**config.mk**
```make
export PLATFORM = sky130hd
export DESIGN_NAME = gray_pipe_ctrl
export DESIGN_NICKNAME = d
export VERILOG_FILES = /design/src/rtl/gray_pkg.sv /design/src/rtl/gray_vld_shift.sv /design/src/rtl/gray_pipe_ctrl.sv
export SDC_FILE = /design/constraint.sdc
export NUM_CORES = 1
export LEC_CHECK = 0
export ABC_CLOCK_PERIOD_IN_PS = 2400
export BUFFER_PORTS_ARGS = -buffer_cell sky130_fd_sc_hd__buf_2
export CAP_MARGIN = 10
export CORE_MARGIN = 4
export CORE_UTILIZATION = 45
export CTS_CLUSTER_SIZE = 25
export DETAILED_ROUTE_END_ITERATION = 16
export PLACE_DENSITY = 0.68
export SLEW_MARGIN = 30
export SYNTH_ARGS = -nofsm -noshare
export SYNTH_HDL_FRONTEND = slang
export SYNTH_SLANG_ARGS = --single-unit
```
**constraint.sdc**
```tcl
create_clock -name clk -period 2.4 [get_ports clk]
set_input_delay 0.6 -clock clk [delete_from_list [all_inputs] [get_ports clk]]
set_output_delay 0.6 -clock clk [all_outputs]
set_load 0.02 [all_outputs]
```
**src/rtl/gray_pkg.sv**
```systemverilog
`default_nettype none
// ============================================================================
// gray_pkg : shared FSM state encoding and size defaults for gray_pipe_ctrl
// Rev 1.0
// ============================================================================
package gray_pkg;

    localparam int PIPE_DEPTH_DEF = 4;
    localparam int CNT_W_DEF      = 16;

    typedef enum logic [1:0] {
        ST_IDLE  = 2'd0,
        ST_RUN   = 2'd1,
        ST_DRAIN = 2'd2
    } state_t;

endpackage
`default_nettype wire

```
**src/rtl/gray_vld_shift.sv**
```systemverilog
`default_nettype none
// ============================================================================
// gray_vld_shift : valid / last occupancy shift registers for the gray pipe
// Rev 1.0
// ============================================================================
module gray_vld_shift
    import gray_pkg::*;
#(
    parameter int PIPE_DEPTH = PIPE_DEPTH_DEF
) (
    input  logic clk,
    input  logic rst_n,
    input  logic i_advance,
    input  logic i_flush,
    input  logic i_accept,
    input  logic i_last,
    output logic o_tail_vld,
    output logic o_tail_lst
);

    logic [PIPE_DEPTH-1:0] r_vld;
    logic [PIPE_DEPTH-1:0] r_lst;

    // Flush wins over advance so an aborted frame leaves nothing behind.
    always_ff @(posedge clk or negedge rst_n) begin
        if (!rst_n) begin
            r_vld <= '0;
            r_lst <= '0;
        end else if (i_flush) begin
            r_vld <= '0;
            r_lst <= '0;
        end else if (i_advance) begin
            r_vld <= {r_vld[PIPE_DEPTH-2:0], i_accept};
            r_lst <= {r_lst[PIPE_DEPTH-2:0], i_accept & i_last};
        end
    end

    assign o_tail_vld = r_vld[PIPE_DEPTH-1];
    assign o_tail_lst = r_lst[PIPE_DEPTH-1];

endmodule
`default_nettype wire

```
**src/rtl/gray_pipe_ctrl.sv**
```systemverilog
`default_nettype none
// ============================================================================
// gray_pipe_ctrl : frame / flow controller for the RGB-to-gray pipeline.
// Optional stall statistics port enabled by GRAY_PIPE_CTRL_STATS_EN.  Rev 1.0
// ============================================================================
module gray_pipe_ctrl
    import gray_pkg::*;
#(
    parameter int PIPE_DEPTH = PIPE_DEPTH_DEF,
    parameter int CNT_W      = CNT_W_DEF
) (
    input  logic             clk,
    input  logic             rst_n,
    input  logic             i_flush,
    input  logic [CNT_W-1:0] i_frame_len,
    input  logic             i_in_valid,
    input  logic             i_in_last,
    output logic             o_in_ready,
    output logic             o_enable_in,
    output logic             o_enable_out,
    output logic             o_conv_clr,
    output logic             o_out_valid,
    output logic             o_out_last,
    input  logic             i_out_ready,
    output logic             o_frame_done,
    output logic             o_frame_err,
    output logic [CNT_W-1:0] o_pix_cnt
`ifdef GRAY_PIPE_CTRL_STATS_EN
    ,
    output logic [31:0]      o_stall_cnt
`endif
);

    state_t           r_state;
    logic [CNT_W-1:0] r_pix_cnt;
    logic [CNT_W-1:0] r_frame_len;
    logic             r_frame_err;
    logic             r_conv_clr;

    logic             w_tail_vld;
    logic             w_tail_lst;
    logic             w_advance;
    logic             w_accept;
    logic             w_last_done;
    logic [CNT_W-1:0] w_cnt_inc;
    logic [CNT_W-1:0] w_len;

    assign w_advance    = !w_tail_vld || i_out_ready;
    assign o_in_ready   = w_advance && (r_state != ST_DRAIN) && !i_flush;
    assign w_accept     = i_in_valid && o_in_ready;
    assign o_enable_in  = w_advance;
    assign o_enable_out = w_advance;
    assign o_out_valid  = w_tail_vld;
    assign o_out_last   = w_tail_lst && w_tail_vld;
    assign w_last_done  = o_out_last && i_out_ready && !i_flush;
    assign o_frame_done = w_last_done && (r_state == ST_DRAIN);
    assign o_frame_err  = r_frame_err;
    assign o_conv_clr   = r_conv_clr;
    assign o_pix_cnt    = r_pix_cnt;

    assign w_cnt_inc = (&r_pix_cnt) ? r_pix_cnt : r_pix_cnt + CNT_W'(1);
    // The first pixel of a frame compares against the live length input.
    assign w_len     = (r_state == ST_IDLE) ? i_frame_len : r_frame_len;

    gray_vld_shift #(
        .PIPE_DEPTH (PIPE_DEPTH)
    ) u_vld_shift (
        .clk        (clk),
        .rst_n      (rst_n),
        .i_advance  (w_advance),
        .i_flush    (i_flush),
        .i_accept   (w_accept),
        .i_last     (i_in_last),
        .o_tail_vld (w_tail_vld),
        .o_tail_lst (w_tail_lst)
    );

    always_ff @(posedge clk or negedge rst_n) begin
        if (!rst_n) begin
            r_state     <= ST_IDLE;
            r_pix_cnt   <= '0;
            r_frame_len <= '0;
            r_frame_err <= 1'b0;
            r_conv_clr  <= 1'b0;
        end else begin
            r_conv_clr <= i_flush;
            if (i_flush) begin
                r_state     <= ST_IDLE;
                r_pix_cnt   <= '0;
                r_frame_err <= 1'b0;
            end else begin
                case (r_state)
                    ST_IDLE:  if (w_accept) r_state <= i_in_last ? ST_DRAIN : ST_RUN;
                    ST_RUN:   if (w_accept && i_in_last) r_state <= ST_DRAIN;
                    ST_DRAIN: if (w_last_done) r_state <= ST_IDLE;
                    default:  r_state <= ST_IDLE;
                endcase

                if (w_accept && (r_state == ST_IDLE))
                    r_frame_len <= i_frame_len;

                if ((r_state == ST_DRAIN) && w_last_done)
                    r_pix_cnt <= '0;
                else if (w_accept)
                    r_pix_cnt <= w_cnt_inc;

                if (w_accept && ((i_in_last && (w_cnt_inc != w_len)) ||
                                 (!i_in_last && (w_cnt_inc == w_len))))
                    r_frame_err <= 1'b1;
            end
        end
    end

`ifdef GRAY_PIPE_CTRL_STATS_EN
    logic [31:0] r_stall_cnt;

    always_ff @(posedge clk or negedge rst_n) begin
        if (!rst_n)
            r_stall_cnt <= '0;
        else if (w_tail_vld && !i_out_ready)
            r_stall_cnt <= r_stall_cnt + 32'd1;
    end

    assign o_stall_cnt = r_stall_cnt;
`endif

endmodule
`default_nettype wire

```
## Yosys cells after proc, flatten, opt, wreduce, memory -nomap -nowiden

Index checks and enable logic that the tools add are counted.

- Bitwise operators: 2
- Reductions and logical operators: 24
- Add/subtract/negate cells: 1
- Mux-type cells: 17
- Equality and inequality tests: 8

Operator list:

| operator | count |
|---|---|
| 16-bit two-way mux | 5 |
| 16-bit by 1-bit adder with 16-bit output, second input constant | 1 |
| 16-bit == test | 1 |
| 4-bit two-way mux | 4 |
| 16-bit != test | 1 |
| 16-bit AND reduction | 1 |
| 1-bit logical AND | 12 |
| 2-bit two-way mux | 5 |
| 3-bit != test, second input constant | 2 |
| 2-bit case mux with 3 select lines | 1 |
| 2-bit nonzero test | 2 |
| 1-bit zero test | 3 |
| 3-bit by 2-bit != test with 1-bit output, second input constant | 1 |
| 3-bit AND reduction | 1 |
| 3-bit nonzero test | 1 |
| 2-bit by 1-bit == test with 1-bit output, second input constant | 1 |
| 2-bit == test, second input constant | 1 |
| 2-bit zero test | 1 |
| 1-bit logical OR | 2 |
| 1-bit two-way mux | 2 |
| 2-bit != test, second input constant | 1 |
| 2-bit AND reduction | 1 |
| 1-bit AND | 1 |
| 1-bit inverter | 1 |

- Output and inout port bits: 24
- Bits in registers: 44
- Logic and storage cells: 59
- Bits of input ports: 22

## Longest topological paths before layout

Gate-level depths: netlist (run 1).

- Depth after elaboration: 9
- Gate-level depth with buffers: 9
- Mapped depth without buffers: 8

## Cells and area by module

Synthesis (run 1) repeated with hierarchy kept, for this count alone.

- Cell total of the unflattened synthesis: 287
- Area, all modules: 2,801.4 um2

Modules (own cells, without submodules):

| module | area each (um2) | cells an instance | times used | seq. area each (um2) |
|---|---|---|---|---|
| gray_pipe_ctrl | 2,469.9 | 260 | 1 | 900.9 |
| gray_vld_shift | 331.6 | 27 | 1 | 200.2 |

## Worst setup path before layout (run 1)

Ideal clock, no wire load.

- Kind: reg2reg
- From: register r_pix_cnt[0], in the netlist o_pix_cnt[0]
- To: register r_frame_err, in the netlist o_frame_err
- Arrival time: 2.553 ns
- Cell stages (with the launch flop): 9
- Data required time: 2.269 ns
- Path buffers: 1
- Slack: -0.284 ns
- Clock period less this slack: 2.684 ns
- Library setup time: 0.131 ns
- Cells stage by stage: dfrtp_1 > ha_1 > nand3_1 > nor4_4 > buf_4 > nand4b_1 > a2111oi_4 > o221ai_1 > or3_1

- Cells in the longest elaborated chain, start to end: 7
- Elaborated cells on any way between the ends: 10
- Those cells by class: add/sub (1); eq/ne (2); mux (1); reduce/logical (6)

RTL lines:

| element | RTL line | RTL |
|---|---|---|
| start, declared | gray_pipe_ctrl.sv:35 | `logic [CNT_W-1:0] r_pix_cnt;` |
| start signal, assigned | gray_pipe_ctrl.sv:105 | `r_pix_cnt <= w_cnt_inc;` |
| 16-bit by 1-bit adder with 16-bit output / 16-bit AND reduction (equally long branches) | gray_pipe_ctrl.sv:61 | `assign w_cnt_inc = (&r_pix_cnt) ? r_pix_cnt : r_pix_cnt + CNT_W'(1);` |
| 16-bit two-way mux (*) | gray_pipe_ctrl.sv:61 |  |
| 16-bit != test / 16-bit == test (equally long branches) | gray_pipe_ctrl.sv:107, gray_pipe_ctrl.sv:108 |  |
| 1-bit logical AND (on tied branches) | gray_pipe_ctrl.sv:107, gray_pipe_ctrl.sv:108 |  |
| 1-bit logical OR (*) | gray_pipe_ctrl.sv:107 | `if (w_accept && ((i_in_last && (w_cnt_inc != w_len)) \|\|` |
| 1-bit logical AND (*) | gray_pipe_ctrl.sv:107 |  |
| 2-bit nonzero test (no line) (*) | -- |  |
| end signal, assigned | gray_pipe_ctrl.sv:83 | `r_frame_err <= 1'b0;` |
| end signal, assigned | gray_pipe_ctrl.sv:90 | `r_frame_err <= 1'b0;` |
| end signal, assigned | gray_pipe_ctrl.sv:109 | `r_frame_err <= 1'b1;` |
| end, declared | gray_pipe_ctrl.sv:37 | `logic r_frame_err;` |

Every way passes the cells marked *; elsewhere a longest branch is shown, timed or not.
A chain may end at the register's enable or synchronous reset.

## Final worst setup path (run 1)

- From: register r_state[1]
- To: register r_frame_err, in the netlist o_frame_err

- Cells in the longest elaborated chain, start to end: 7
- Elaborated cells on any way between the ends: 13
- Those cells by class: eq/ne (3); mux (1); reduce/logical (9)

RTL lines:

| element | RTL line | RTL |
|---|---|---|
| start, declared | gray_pipe_ctrl.sv:34 | `state_t r_state;` |
| start signal, assigned | gray_pipe_ctrl.sv:93 | `ST_IDLE: if (w_accept) r_state <= i_in_last ? ST_DRAIN : ST_RUN;` |
| 2-bit zero test | gray_pipe_ctrl.sv:63 | `assign w_len = (r_state == ST_IDLE) ? i_frame_len : r_frame_len;` |
| 16-bit two-way mux | gray_pipe_ctrl.sv:63 |  |
| 16-bit != test / 16-bit == test (equally long branches) | gray_pipe_ctrl.sv:107, gray_pipe_ctrl.sv:108 |  |
| 1-bit logical AND (on tied branches) | gray_pipe_ctrl.sv:107, gray_pipe_ctrl.sv:108 |  |
| 1-bit logical OR | gray_pipe_ctrl.sv:107 |  |
| 1-bit logical AND (*) | gray_pipe_ctrl.sv:107 |  |
| 2-bit nonzero test (no line) (*) | -- |  |

Marks and branches as above.

==> metrics.txt, run 1 <==
# TYPE chip_impl_metric gauge
chip_impl_metric{name="min_period_over_period",unit=""} 1.02
chip_impl_metric{name="first_global_vias",unit=""} 2708
chip_impl_metric{name="detail_route.first_pass.iterations",unit=""} 4
chip_impl_metric{name="post_route_cells_drive_above_1_share",unit=""} 0.405
chip_impl_metric{name="synthesis.nets",unit=""} 328
chip_impl_metric{name="antenna_left",unit=""} 0
chip_impl_metric{name="remaining_drc_errors",unit=""} 0
chip_impl_info{name="outcome",value="finished, violations left"} 1
chip_impl_metric{name="netlist_area",unit="mm²"} 0.00288
chip_impl_metric{name="postSynthAreaPerCell",unit="µm²"} 9.44
chip_impl_metric{name="dp.cells",unit=""} 462
chip_impl_metric{name="clkTransAtPathRegs",unit="ns"} 0.10
chip_impl_metric{name="die_w",unit="µm"} 88.0
chip_impl_metric{name="ys_seq_elements",unit=""} 44
chip_impl_metric{name="final_period_minus_worst_setup_slack",unit="ns"} 2.45
chip_impl_metric{name="final.setup.tns",unit="ns"} -0.0498
chip_impl_metric{name="rows",unit=""} 28
chip_impl_metric{name="clockPowerShare",unit=""} 0.272
chip_impl_metric{name="final-max-slew-violation-count",unit=""} 0
chip_impl_metric{name="core",unit="mm²"} 0.00606
chip_impl_info{name="hp-class",value="in2async"} 1
chip_impl_metric{name="clkSinkCount",unit=""} 44
chip_impl_metric{name="hold_ws",unit="ns"} 0.216
chip_impl_info{name="post_synth_most_frequent_cells",value="dfrtp_1 (44), nand2_1 (28), a21oi_1 (22)"} 1
chip_impl_metric{name="ioPinCount",unit=""} 46
chip_impl_metric{name="setup_viol",unit=""} 1
chip_impl_metric{name="fin_util",unit=""} 0.614
chip_impl_metric{name="synth.yosys.seq_area_share",unit=""} 0.382
chip_impl_info{name="synth.most_common_cell",value="dfrtp_1"} 1
chip_impl_info{name="failed_checks",value="negative setup slack"} 1
chip_impl_metric{name="cellLeakagePower",unit="nW"} 1.76
chip_impl_metric{name="via_per_inst",unit=""} 5.66
chip_impl_metric{name="dr.first_iter.drc_count",unit=""} 149
chip_impl_metric{name="transition_time_at_the_pin_with_the_least_slew_margin",unit="ns"} 0.419
chip_impl_metric{name="total_power",unit="mW"} 1.79
chip_impl_metric{name="grt_start_max_net_pins",unit=""} 20
chip_impl_metric{name="synth.lib_cells_used.distinct",unit=""} 58
chip_impl_info{name="cts-root-buf",value="clkbuf_8"} 1
chip_impl_metric{name="antenna_found_initial",unit=""} 0
chip_impl_metric{name="timing.max_cap.violations",unit=""} 0
chip_impl_metric{name="inserted_clock_buffers",unit=""} 5
chip_impl_metric{name="cellInternalPower",unit="mW"} 1.25
chip_impl_metric{name="routabilityCongestion",unit=""} 0.951
chip_impl_info{name="synthDominantAreaCellType",value="dfrtp_1"} 1
chip_impl_metric{name="finish.cell_count_without_fillers",unit=""} 473
chip_impl_info{name="ys_top_cells_by_area",value="dfrtp_1 (38%), mux2_2 (6.6%), mux2i_1 (4.9%)"} 1
chip_impl_metric{name="initial_utilization",unit=""} 0.475
chip_impl_info{name="dominantRegCellSynth",value="dfrtp_1"} 1
chip_impl_metric{name="syn_inst",unit=""} 305
chip_impl_info{name="timing.critical_path.to_type",value="flop"} 1
chip_impl_metric{name="seqPwrFrac",unit=""} 0.491
chip_impl_metric{name="finalClockSkew",unit="ns"} 0.0122
chip_impl_metric{name="finish.net_count",unit=""} 420
chip_impl_info{name="crit_type",value="reg2reg"} 1
chip_impl_metric{name="grt_pass1_wl",unit="mm"} 12.9
chip_impl_metric{name="htree_num_levels",unit=""} 2
chip_impl_metric{name="avgRoutedWirePerCell",unit="µm"} 16.3
chip_impl_metric{name="final-hold-violation-count",unit=""} 0
chip_impl_metric{name="finalWirelength",unit="mm"} 7.72
chip_impl_metric{name="yosysWarnings",unit=""} 0
chip_impl_metric{name="maxSlewHeadroom",unit=""} 0.721
chip_impl_metric{name="p_per_area",unit="mW/mm²"} 482
chip_impl_metric{name="n_antenna_cell",unit=""} 0
chip_impl_metric{name="timing.critical_path.fanout_max",unit=""} 4
chip_impl_info{name="setup.worst_path.start_class",value="flop"} 1
chip_impl_metric{name="dp_hpwl",unit="mm"} 5.89
chip_impl_metric{name="cp_data_arrival_time",unit="ns"} 2.63
chip_impl_metric{name="worstPathRequired",unit="ns"} 2.58
chip_impl_metric{name="clock_insertion_delay_worst_skew",unit="ns"} 0.31
chip_impl_metric{name="synthArstFlopShare",unit=""} 1.00
chip_impl_metric{name="port-buffer-count",unit=""} 45
chip_impl_metric{name="floorplan.die.height",unit="µm"} 88.0
chip_impl_metric{name="synth-edff-count",unit=""} 0
chip_impl_metric{name="globalRouteTotalUtil",unit=""} 0.213
chip_impl_metric{name="switching_share",unit=""} 0.302
chip_impl_metric{name="num_vias",unit=""} 2679
chip_impl_metric{name="power.combinational.fraction",unit=""} 0.238
chip_impl_metric{name="final.fill_count",unit=""} 541
chip_impl_metric{name="area_growth",unit="%"} 29.2
chip_impl_info{name="clock_tree_from_tritoncts",value="yes"} 1
chip_impl_metric{name="clock_tree.buffer_depth",unit=""} 2
chip_impl_metric{name="dieArea",unit="mm²"} 0.00774
chip_impl_metric{name="max-vdd-ir-drop",unit="µV"} 332
chip_impl_metric{name="final_worst_setup_slack",unit="ns"} -0.0498
chip_impl_metric{name="netSwitchingPower",unit="mW"} 0.542
chip_impl_metric{name="synth_top_area_frac",unit=""} 0.382
chip_impl_metric{name="grt_remaining_overflow",unit=""} 0
chip_impl_metric{name="maxClockFrequency",unit="GHz"} 0.408
chip_impl_info{name="rsz_0062_raised_after_global_routing",value="yes"} 1
## registers in the layout, indices dropped and copies added (netlist names)
name,flops
o_conv_clr,1
o_frame_err,1
o_pix_cnt,16
r_frame_len,16
r_state,2
u_vld_shift.r_lst,4
u_vld_shift.r_vld,4
## per-stage QoR
stage	worst slack, ns	area, µm²
floorplan	-0.119	2900
global placement	-0.271	3550
detailed placement	-0.296	3550
CTS	-0.0338	3710
global route	-0.150	3720
finish	-0.0498	3720
## layout make-up
type,count,area [µm²],share of cell area
Inverter,4,15.0,0.00404
Clock inverter,3,23.8,0.00639
Timing Repair Buffer,107,691,0.186
Sequential cell,44,1110,0.298
Clock buffer,5,68.8,0.0185
Tap cell,75,93.8,0.0252
Multi-Input combinational cell,235,1720,0.462
## placed cells by master (no fill, tap or decap), types with 3 or more instances in the layout
cell and n:
nor3_1 7, nor3b_1 4, buf_2 45, o21ai_0 21
buf_4 62, xor2_1 4, o21a_1 5, nor2_1 20
mux2_2 17, a21oi_1 21, nand2_1 28, xnor2_1 6
a31oi_1 4, a21o_1 4, and4_1 3, nand3_1 10
o31ai_1 4, dfrtp_2 6, clkbuf_8 5, mux2i_1 13
or3_1 6, nand4_1 7, inv_1 4, dfrtp_1 38
## repair_timing
item	4_1_cts	5_1_grt
setup endpoints to repair	1	2
buffers inserted	3	0
hold buffers	0	0
pin swaps	1	0
gates resized for setup	11	3
## cell families (layout without fill, tap and decap cells)
kind of cell	count (synthesis)	in the layout	share of synthesized area
adder cells (fa/ha/maj)	1	1	0.00435
flip-flops	44	44	0.382
XOR/XNOR	12	12	0.0465
multiplexers	32	32	0.120
AO/OA/AOI/OAI	74	74	0.167
AND/OR/NAND/NOR	116	116	0.237
buffers and inverters	26	119	0.0421
## layer usage
metal	track usage	wire length [µm]	up-vias
met3	0.0348	398	9
met2	0.371	3800	76
li1	-	-	1316
met5	0	0	-
met1	0.279	3450	1278
met4	0.0474	73	0
## worst max-delay path, stage by stage (launching register included)
cell,delay (ns)
dfrtp_2,0.45
or3b_4,0.40
and3_4,0.18
or4_1,0.50
nand4_1,0.14
nor4_2,0.07
and4_2,0.21
or3_1,0.38
## power by group through the flow
stage / Clock, mW / Sequential, mW / Combinational, mW
2_1_floorplan: 0 / 0.889 / 0.260
3_3_place_gp: 0 / 0.883 / 0.401
3_5_place_dp: 0 / 0.889 / 0.412
4_1_cts: 0.497 / 0.879 / 0.424
5_1_grt: 0.535 / 0.890 / 0.469
6_report: 0.487 / 0.880 / 0.426
## path summary, 6_finish.rpt
kind / startpoint / end / slack [ns] / cells past startpoint
max: r_state[1]$_DFFE_PN0P_ / o_frame_err$_DFFE_PN0P_ / -0.05 / 7
min: rst_n / r_frame_len[9]$_DFFE_PN0P_ / 0.22 / 1
max reg2reg: r_state[1]$_DFFE_PN0P_ / o_frame_err$_DFFE_PN0P_ / -0.05 / 7
min reg2reg: u_vld_shift.r_vld[0]$_DFFE_PN0P_ / u_vld_shift.r_vld[0]$_DFFE_PN0P_ / 0.49 / 2
max in group asynchronous: rst_n / r_frame_len[11]$_DFFE_PN0P_ / 1.62 / 2
min in group clk: u_vld_shift.r_vld[0]$_DFFE_PN0P_ / u_vld_shift.r_vld[0]$_DFFE_PN0P_ / 0.49 / 2
(Power assumes the default switching activity.)
==> run 2, diff against run 1 <==
--- a/config.mk
+++ b/config.mk
@@ -6,7 +6,7 @@
 export NUM_CORES = 1
 export LEC_CHECK = 0
 export ABC_CLOCK_PERIOD_IN_PS = 2400
-export BUFFER_PORTS_ARGS = -buffer_cell sky130_fd_sc_hd__buf_2
+export BUFFER_PORTS_ARGS = -buffer_cell sky130_fd_sc_hd__buf_4
 export CAP_MARGIN = 10
 export CORE_MARGIN = 4
 export CORE_UTILIZATION = 45
==> metrics.txt, run 2 (synthesized netlist as in run 1, its figures left out) <==
# TYPE chip_impl_metric gauge
chip_impl_metric{name="final.fill_count",unit=""} 528
chip_impl_metric{name="final_period_minus_worst_setup_slack",unit="ns"} 2.45
chip_impl_info{name="final_common_cell",value="buf_4"} 1
chip_impl_metric{name="timing.critical_path.fanout_max",unit=""} 7
chip_impl_metric{name="clock_tree.buffer_depth",unit=""} 2
chip_impl_metric{name="hold_ws",unit="ns"} 0.277
chip_impl_info{name="clock_tree_from_tritoncts",value="yes"} 1
chip_impl_info{name="hp-class",value="in2async"} 1
chip_impl_metric{name="min_period_over_period",unit=""} 1.02
chip_impl_metric{name="antenna_left",unit=""} 0
chip_impl_metric{name="final.setup.tns",unit="ns"} -0.0537
chip_impl_metric{name="clkTransAtPathRegs",unit="ns"} 0.09
chip_impl_info{name="cts-root-buf",value="clkbuf_8"} 1
chip_impl_metric{name="maxSlewHeadroom",unit=""} 0.620
chip_impl_metric{name="die_w",unit="µm"} 88.0
chip_impl_info{name="timing.critical_path.to_type",value="flop"} 1
chip_impl_metric{name="finish.net_count",unit=""} 421
chip_impl_info{name="grt-busiest-layer",value="met2"} 1
chip_impl_metric{name="grt_start_max_net_pins",unit=""} 45
chip_impl_metric{name="globalRouteTotalUtil",unit=""} 0.221
chip_impl_info{name="reg2reg_start",value="o_pix_cnt[0]$_DFFE_PN0P_"} 1
chip_impl_metric{name="maxClockFrequency",unit="GHz"} 0.408
chip_impl_metric{name="hold_buffers",unit=""} 0
chip_impl_metric{name="cp_data_arrival_time",unit="ns"} 2.65
chip_impl_metric{name="dp_hpwl",unit="mm"} 5.86
chip_impl_metric{name="dr.first_iter.drc_count",unit=""} 129
chip_impl_info{name="outcome",value="finished, violations left"} 1
chip_impl_metric{name="timing.max_cap.violations",unit=""} 0
chip_impl_metric{name="area_growth",unit="%"} 35.4
chip_impl_metric{name="final-max-slew-violation-count",unit=""} 0
chip_impl_metric{name="routabilityCongestion",unit=""} 0.906
chip_impl_metric{name="p_per_area",unit="mW/mm²"} 489
chip_impl_metric{name="htree_num_levels",unit=""} 2
chip_impl_metric{name="rows",unit=""} 28
chip_impl_metric{name="grt_remaining_overflow",unit=""} 0
chip_impl_metric{name="gr_util_met3",unit=""} 0.0489
chip_impl_metric{name="cellLeakagePower",unit="nW"} 1.82
chip_impl_metric{name="transition_time_at_the_pin_with_the_least_slew_margin",unit="ns"} 0.570
chip_impl_metric{name="num_vias",unit=""} 2735
chip_impl_metric{name="core",unit="mm²"} 0.00606
chip_impl_metric{name="antenna_found_initial",unit=""} 0
chip_impl_metric{name="post_route_cells_drive_above_1_share",unit=""} 0.414
chip_impl_info{name="layout.cells.most_common_list",value="buf_4 (106), dfrtp_1 (40), nand2_1 (28), o21ai_0 (21), a21oi_1 (21)"} 1
chip_impl_metric{name="global_route.usage.met1",unit=""} 0.292
chip_impl_metric{name="globalRouteMet2Util",unit=""} 0.371
chip_impl_metric{name="dieArea",unit="mm²"} 0.00774
chip_impl_metric{name="initial_utilization",unit=""} 0.475
chip_impl_metric{name="avgRoutedWirePerCell",unit="µm"} 16.7
chip_impl_metric{name="setup_viol",unit=""} 1
chip_impl_metric{name="detail_route.first_pass.iterations",unit=""} 4
chip_impl_metric{name="port-buffer-count",unit=""} 45
chip_impl_metric{name="final_worst_setup_slack",unit="ns"} -0.0537
chip_impl_metric{name="first_global_vias",unit=""} 2648
chip_impl_metric{name="finalWirelength",unit="mm"} 7.92
chip_impl_metric{name="clock_insertion_delay_worst_skew",unit="ns"} 0.31
chip_impl_metric{name="clkSinkCount",unit=""} 44
chip_impl_metric{name="finalClockSkew",unit="ns"} 0.00633
chip_impl_metric{name="floorplan.die.height",unit="µm"} 88.0
chip_impl_metric{name="max-vdd-ir-drop",unit="µV"} 424
chip_impl_metric{name="inserted_clock_buffers",unit=""} 5
chip_impl_info{name="failed_checks",value="negative setup slack"} 1
chip_impl_metric{name="via_per_inst",unit=""} 5.77
chip_impl_info{name="cp-startpoint",value="o_pix_cnt[0]$_DFFE_PN0P_"} 1
chip_impl_metric{name="grt_pass1_wl",unit="mm"} 13.1
chip_impl_metric{name="n_antenna_cell",unit=""} 0
chip_impl_info{name="crit_type",value="reg2reg"} 1
chip_impl_metric{name="worstPathRequired",unit="ns"} 2.60
chip_impl_metric{name="ioPinCount",unit=""} 46
chip_impl_metric{name="remaining_drc_errors",unit=""} 0
chip_impl_info{name="rsz_0062_raised_after_global_routing",value="yes"} 1
chip_impl_metric{name="final-hold-violation-count",unit=""} 0
chip_impl_info{name="setup.worst_path.start_class",value="flop"} 1
==> run 2: cell types whose count changed in the layout (fill, tap and decap cells not counted), moves of 2 or more <==
cell | before | now
buf_2 | 45 | 0
buf_4 | 62 | 106
dfrtp_1 | 38 | 40
dfrtp_2 | 6 | 4
nand3_1 | 10 | 8
nand3_2 | 0 | 2
==> run 2: cell type report <==
cell class	instances	area, µm²	share of cell area
multi-input cells	235	1750	0.448
inverters	4	15.0	0.00385
well taps	75	93.8	0.0241
flip-flops and latches	44	1110	0.284
clock buffers	5	68.8	0.0177
clock inverters	3	42.5	0.0109
repair buffers	108	827	0.212
==> run 2: final timing paths <==
path	cells after the start	endpoint	slack, ns
setup reg to reg	9	o_frame_err$_DFFE_PN0P_	-0.05
hold / removal	1	o_pix_cnt[5]$_DFFE_PN0P_	0.28
max in group asynchronous	1	o_pix_cnt[1]$_DFFE_PN0P_	1.71
setup / recovery	9	o_frame_err$_DFFE_PN0P_	-0.05
min in group clk	2	u_vld_shift.r_vld[0]$_DFFE_PN0P_	0.48
hold reg to reg	2	u_vld_shift.r_vld[0]$_DFFE_PN0P_	0.48
==> run 2: metal layers <==
| layer | share of wire | up-vias |
|---|---|---|
| li1 | - | 1316 |
| met1 | 0.44 | 1336 |
| met2 | 0.49 | 69 |
| met3 | 0.054 | 14 |
| met4 | 0.022 | 0 |
| met5 | 0 | - |
==> run 2: where the power goes <==
group | leakage (nW) | switching, mW | internal (mW)
combinational | 1.20 | 0.217 | 0.227
clock | 0.0541 | 0.283 | 0.308
sequential | 0.566 | 0.0438 | 0.829
==> run 2: metrics by stage <==
step | instance area [µm²] | setup WS, ns | util | power (mW) | cells
final | 3900 | -0.0537 | 0.643 | 1.91 | 474
after detailed placement | 3620 | -0.304 | 0.597 | 1.32 | 456
after global placement | 3620 | -0.275 | 0.597 | 1.30 | 456
after floorplan | 2900 | -0.119 | - | 1.15 | 305
after global routing | 3900 | -0.186 | 0.643 | 2.00 | 474
after CTS | 3820 | -0.0511 | 0.631 | 1.91 | 470
==> run 2: critical path, stage by stage, from the launching register on <==
cell       delay (ns)
dfrtp_2          0.39
ha_2             0.21
nand3_4          0.15
nor4_4           0.25
buf_4            0.21
mux2_2           0.35
nand4_1          0.14
a2111oi_4        0.05
and4_2           0.22
or3_1            0.36
==> run 2: what timing repair did <==
action / CTS / global route
hold endpoints to repair: 0 / 0
endpoints found under the setup margin: 1 / 1
setup buffers: 6 / 4
pin swaps: 6 / 5
resized for setup: 5 / 11
